<file path="src/rtl/pipe_reg_elastic.sv">
// Elastic valid/ready register chain: STAGES deep, with bubble collapsing, global stall (en) and flush.
// Define PIPE_REG_OCC_EN to add the registered occupancy output.
module pipe_reg_elastic #(
  parameter int unsigned           DATA_WIDTH = 32,
  parameter int unsigned           STAGES     = 2,
  parameter logic [DATA_WIDTH-1:0] RESET_VAL  = '0
) (
  input  logic                  clk,
  input  logic                  rst,
  input  logic                  en,
  input  logic                  flush,
  input  logic                  in_valid,
  input  logic [DATA_WIDTH-1:0] in_data,
  output logic                  in_ready,
  output logic                  out_valid,
  output logic [DATA_WIDTH-1:0] out_data,
  input  logic                  out_ready
`ifdef PIPE_REG_OCC_EN
  , output logic [$clog2(STAGES+1)-1:0] occupancy
`endif
);

  logic [STAGES-1:0]     v;
  logic [DATA_WIDTH-1:0] d     [STAGES];
  logic [STAGES-1:0]     r;
  logic [STAGES-1:0]     src_v;
  logic [DATA_WIDTH-1:0] src_d [STAGES];

  // Stage i can take a word when the chain runs and it is empty or its successor moves.
  always_comb begin : ready_chain
    logic acc;
    acc = out_ready;
    r   = '0;
    for (int i = int'(STAGES) - 1; i >= 0; i--) begin
      acc  = en && (!v[i] || acc);
      r[i] = acc;
    end
  end

  always_comb begin : stage_sources
    src_v[0] = in_valid;
    src_d[0] = in_data;
    for (int i = 1; i < int'(STAGES); i++) begin
      src_v[i] = v[i-1];
      src_d[i] = d[i-1];
    end
  end

  // Neither a flush nor a reset cycle may swallow an upstream word.
  assign in_ready  = r[0] && !flush && !rst;
  assign out_valid = en && v[STAGES-1];
  assign out_data  = d[STAGES-1];

  always_ff @(posedge clk) begin
    if (rst) begin
      v <= '0;
      for (int i = 0; i < int'(STAGES); i++) d[i] <= RESET_VAL;
    end else if (flush) begin
      v <= '0;
    end else if (en) begin
      for (int i = 0; i < int'(STAGES); i++) begin
        if (r[i]) begin
          v[i] <= src_v[i];
          if (src_v[i]) d[i] <= src_d[i];
        end
      end
    end
  end

`ifdef PIPE_REG_OCC_EN
  localparam int unsigned OCC_W = $clog2(STAGES + 1);

  logic in_xfer;
  logic out_xfer;

  assign in_xfer  = in_valid && in_ready;
  assign out_xfer = out_valid && out_ready;

  // Tracks popcount(v) without an adder tree.
  always_ff @(posedge clk) begin
    if (rst || flush) begin
      occupancy <= '0;
    end else if (in_xfer && !out_xfer) begin
      occupancy <= occupancy + OCC_W'(1);
    end else if (out_xfer && !in_xfer) begin
      occupancy <= occupancy - OCC_W'(1);
    end
  end
`endif

endmodule

</file>
<file path="config.mk">
export PLATFORM = sky130hd
export DESIGN_NAME = pipe_reg_elastic
export DESIGN_NICKNAME = d
export VERILOG_FILES = /design/src/rtl/pipe_reg_elastic.sv
export SDC_FILE = /design/constraint.sdc
export NUM_CORES = 1
export LEC_CHECK = 0
export ABC_CLOCK_PERIOD_IN_PS = 3470
export BUFFER_PORTS_ARGS = -buffer_cell sky130_fd_sc_hd__buf_4
export CORE_UTILIZATION = 30
export DETAILED_ROUTE_END_ITERATION = 10
export PLACE_DENSITY_LB_ADDON = 0.25
export SYNTH_ARGS = -nofsm -noshare
export SYNTH_HDL_FRONTEND = slang
export SYNTH_SLANG_ARGS = --single-unit
</file>
<file path="constraint.sdc">
create_clock -name clk -period 3.47 [get_ports clk]
set_input_delay 0.8675 -clock clk [delete_from_list [all_inputs] [get_ports clk]]
set_output_delay 0.8675 -clock clk [all_outputs]
set_load 0.01 [all_outputs]
</file>
==> Yosys cells after proc, flatten, opt, wreduce, memory -nomap -nowiden <==
Memory sizes are Yosys's and may differ from the RTL's.
Index checks and enable logic that the tools add are counted.
{ "op_classes": {"muxes": 16, "bitwise_logic": 2, "n_reduce_logical": 14} }
{ "ops": {"columns": ["operator", "n"], "rows": [
  ["$mux 32", 2],
  ["$mux 1", 14],
  ["$logic_and 1x1->1", 5],
  ["$logic_not 1->1", 4],
  ["$reduce_and 2->1", 2],
  ["$logic_or 1x1->1", 2],
  ["$or 1x1->1", 2],
  ["$reduce_or 2->1", 1]
]} }
{ "totals": {"regBits": 2, "ramBits": 64, "inputBits": 38, "out_inout_bits": 34, "elab_cells": 35, "mem_count": 1} }
{ "memory_table": {"columns": ["name", "depth", "word_bits", "rd", "rd_ports_with_merged_regs", "write_ports", "line", "rtl"], "rows": [
  ["d", 2, 32, 2, 0, 2, "24", "logic [DATA_WIDTH-1:0] d [STAGES];"]
]} }

==> Depth between registers and ports, before layout <==
{ "depth": {"depth_word": 11, "depth_mapped": 5, "ltp_nobuf": 2} }

==> Worst setup path before layout <==
No wires, ideal clock.
{ "synth_path": {"kind": "input to register", "start": "input port out_ready", "end": "memory d[0][0], enable pin", "setup_time_ps": 428, "arrival_time_ps": 3038, "setup_slack_ps": 4, "stages": 5, "n_path_buf": 3, "cell_sequence": "and3b_1 clkbuf_1 buf_2 buf_2 o21bai_1"} }
{ "synth_lines": {"columns": ["element", "line", "rtl"], "rows": [
  ["from (decl)", "17", "input logic out_ready"],
  ["to (decl)", "24", null]
]} }

==> Final worst setup path <==
{ "layout_path": {"start": "input port flush", "end": "output port in_ready"} }
{ "layout_between": {"elab_chain_cells": 3} }
{ "layout_rtl": {"columns": ["element", "line", "rtl"], "rows": [
  ["from (decl)", "11", "input logic flush,"],
  ["$logic_not 1->1", "50", "assign in_ready = r[0] && !flush && !rst;"],
  ["$logic_and 1x1->1 (2 in series)", "50", null],
  ["to (decl)", "14", "output logic in_ready,"]
]} }
Every way passes these cells.

==> key figures <==
Global route
  • All-Layer GR Usage: 11.1%
  • Largest net degree at the start of global routing: 67
  • Global-route wire length before repair: 9.52 mm
  • Gr ovfl total: 0
  • Initial antenna violation count: 0
  • Number of global-route vias before repair: 1729

Die
  • Core footprint: 0.0108 mm^2
  • Die W: 107 um
  • # rows: 38
  • Die Height: 107 um
  • Io pins: 72
  • Area of the die: 0.0115 mm^2
  • Initial Utilization: 30.7%

Critical path
  • Worst EP arrival: 1.74 ns
  • Critical Path Max Stage Delay: 0.39 ns
  • CP Max Fanout: 4
  • Nature of the critical path endpoint: output pin
  • Critical Path Start Type: input pin
  • Cell Chain, Critical Path: buf_4 -> or3b_4 -> nor2_1 -> buf_4
  • Worst path slowest cell: or3b_4
  • Critical Path RT: 2.60 ns
  • Worst path most repeated cell: buf_4
  • Worst Setup Path Type: input pin to output pin

Timing
  • RSZ-0062 raised after global routing: no
  • Final worst-path setup slack: 0.858 ns
  • Post-route clock period utilization: 75.3%
  • Clk_skew: 0.00936 ns
  • Max Freq: 383 MHz
  • Max_slew headroom: 31.5%
  • Count of pins over their slew limit: 0
  • Worst-margin pin slew: 1.03 ns
  • Hold violation count in the final report: 0
  • Final setup fails: 0
  • Final min period: 2.61 ns
  • TNS Setup: 0 ns

Drt
  • DRC: 0
  • Via-to-Cell Ratio: 4.56
  • Initial DRC Count: 87
  • Vias post-DR: 1718
  • Routed WL: 6.12 mm
  • Drt first pass iters: 4
  • Routed Antenna Nets: 0
  • Wire per inst: 16.2 um

Placed design
  • Pre-CTS setup slack: 0.831 ns
  • Port bufs: 71
  • HPWL Detailed: 3.16 mm
  • Placed Area: 0.00373 mm^2
  • Gpl congestion: 0.653
  • Placed Instances: 361

Pwr
  • Static Leak: 1.30 nW
  • PwrDens: 414 mW/mm^2
  • Clock share of power: 32.8%
  • Sw power: 0.367 mW
  • Cell Int Power: 1.24 mW
  • Worst IR drop on VDD: 122 uV
  • Register share of total power: 57.4%
  • Power share of the combinational group: 9.8%
  • Net Sw Frac: 22.8%

Layout
  • Commonest non-fill, non-tap cell in the layout: buf_4
  • Commonest non-fill, non-tap cells in the layout: 73 x buf_4, 64 x edfxtp_1, 49 x nor4b_2, 15 x nor4b_1, 9 x clkbuf_8
  • Post-route cell area: 0.00388 mm^2
  • Post-layout util: 36.0%
  • Layout Cells excl Fill: 377
  • Synthesis-to-finish area growth: 17.1%
  • Ratio of cells with drive above 1 in the final layout: 59.9%
  • Layout net count: 270
  • # diodes: 0

Logic synthesis
  • Seq/Total Area, Yosys: 59.2%
  • Compound-cell area share of the yosys netlist: 1.28%
  • Synth Cell Area: 0.00331 mm^2
  • Syn Inst Count: 199
  • Synth Register Bits: 66
  • Xor/xnor share of the synthesized area: 0%
  • Largest family of logic cells by synthesized area: simple AND/OR/NAND/NOR gates
  • Synth Area in Simple Gates: 27.8%
  • Synth Area per Inst: 16.6 um^2
  • Synth Area in Adders: 0%
  • Multiplexer share of the synthesized area: 0.340%
  • Yosys cell types: 23
  • Post-Syn Nets: 237
  • Synth warnings: 0

Run
  • Max Cap Viol: 0

Clock network
  • H-tree levels: 3
  • Clk_lat worst skew: 0.34 ns
  • CTS max path bufs: 2
  • Clock transition at path regs: 0.07 ns
  • Post-CTS Hold Buffers: 0
  • Cts bufs inserted: 9
  • CTS resizes: 0
  • Root buf cell: clkbuf_8
  • Setup Buffers After CTS: 0
  • CTS sink cnt: 66
  • CTS tree: yes

Status
  • Status: complete, no violations

Min path
  • Type of the worst min-delay path: register to register
[per-layer routing]
layer	wire length (um)	track usage (%)	share of wire (%)
met4	80	5.28	1.3
met2	2890	16.3	47
met3	263	3.40	4.3
met5	0	0	0
met1	2890	14.9	47
[logic make-up (layout without fill, tap and decap cells)]
logic type	Yosys count	in the layout
mux	1	1
compound gates	5	5
simple gates	73	73
buf+inv	54	92
flops	66	66
[cells in the mapped netlist]
master    count  area share [%]
edfxtp_1     64              58
nor4b_2      49              22
buf_4        32             7.3
nor4b_1      15             4.0
buf_2         8             1.2
buf_6         6             2.0
clkbuf_1      6            0.68
nor2_1        3            0.34
dfxtp_1       2             1.2
a21bo_2       1            0.30
a21boi_0      1            0.23
a41o_1        1            0.30
and2_1        1            0.19
and3b_1       1            0.26
buf_1         1            0.11
inv_1         1            0.11
mux2_2        1            0.34
nand2_1       1            0.11
nand2b_1      1            0.19
nand3b_1      1            0.23
o21a_1        1            0.23
o21bai_1      1            0.23
or3b_1        1            0.26
[area by class of cell]
| class | count | area (um^2) |
|---|---|---|
| flip-flops and latches | 66 | 1960 |
| fillers | 1043 | 6910 |
| inverters | 1 | 3.75 |
| clock buffers | 11 | 131 |
| well taps | 140 | 175 |
| repair buffers | 75 | 588 |
| multi-input cells | 79 | 1000 |
| clock inverters | 5 | 21.3 |
[per-stage QoR]
stage,hold WS [ns],power [mW]
after floorplan,0.476,1.04
after global placement,0.543,1.10
after detailed placement,0.561,1.10
after CTS,0.571,1.64
after global routing,0.613,1.67
final,0.568,1.61
[worst paths after layout]
path / from / depth (start not counted) / slack, ns / to
worst min register to register: v[0]$_SDFFE_PP0P_ / 2 / 0.57 / v[1]$_SDFFE_PP0P_
worst max-delay path: flush / 4 / 0.86 / in_ready
worst min-delay path: v[0]$_SDFFE_PP0P_ / 2 / 0.57 / v[1]$_SDFFE_PP0P_
worst max register to register: v[0]$_SDFFE_PP0P_ / 4 / 1.69 / d[0][25]$_SDFFCE_PN0P_
[registers in the layout (all words and copies together), names as in the netlist]
signal  flops
v           2
d          64
[power by group through the flow]
| stage | Sequential, mW | Combinational [mW] | Clock (mW) |
|---|---|---|---|
| 6_report | 0.924 | 0.158 | 0.527 |
| 5_1_grt | 0.928 | 0.169 | 0.578 |
| 4_1_cts | 0.924 | 0.162 | 0.552 |
| 3_5_place_dp | 0.942 | 0.161 | 0 |
| 3_3_place_gp | 0.940 | 0.161 | 0 |
| 2_1_floorplan | 0.938 | 0.106 | 0 |
[critical path: cells and delay by family]
| kind | cells | cell delay, ns |
|---|---|---|
| and+or+nand+nor | 2 | 0.59 |
| buffers and inverters | 2 | 0.28 |
No activity file was read; power rests on OpenSTA's default activity.
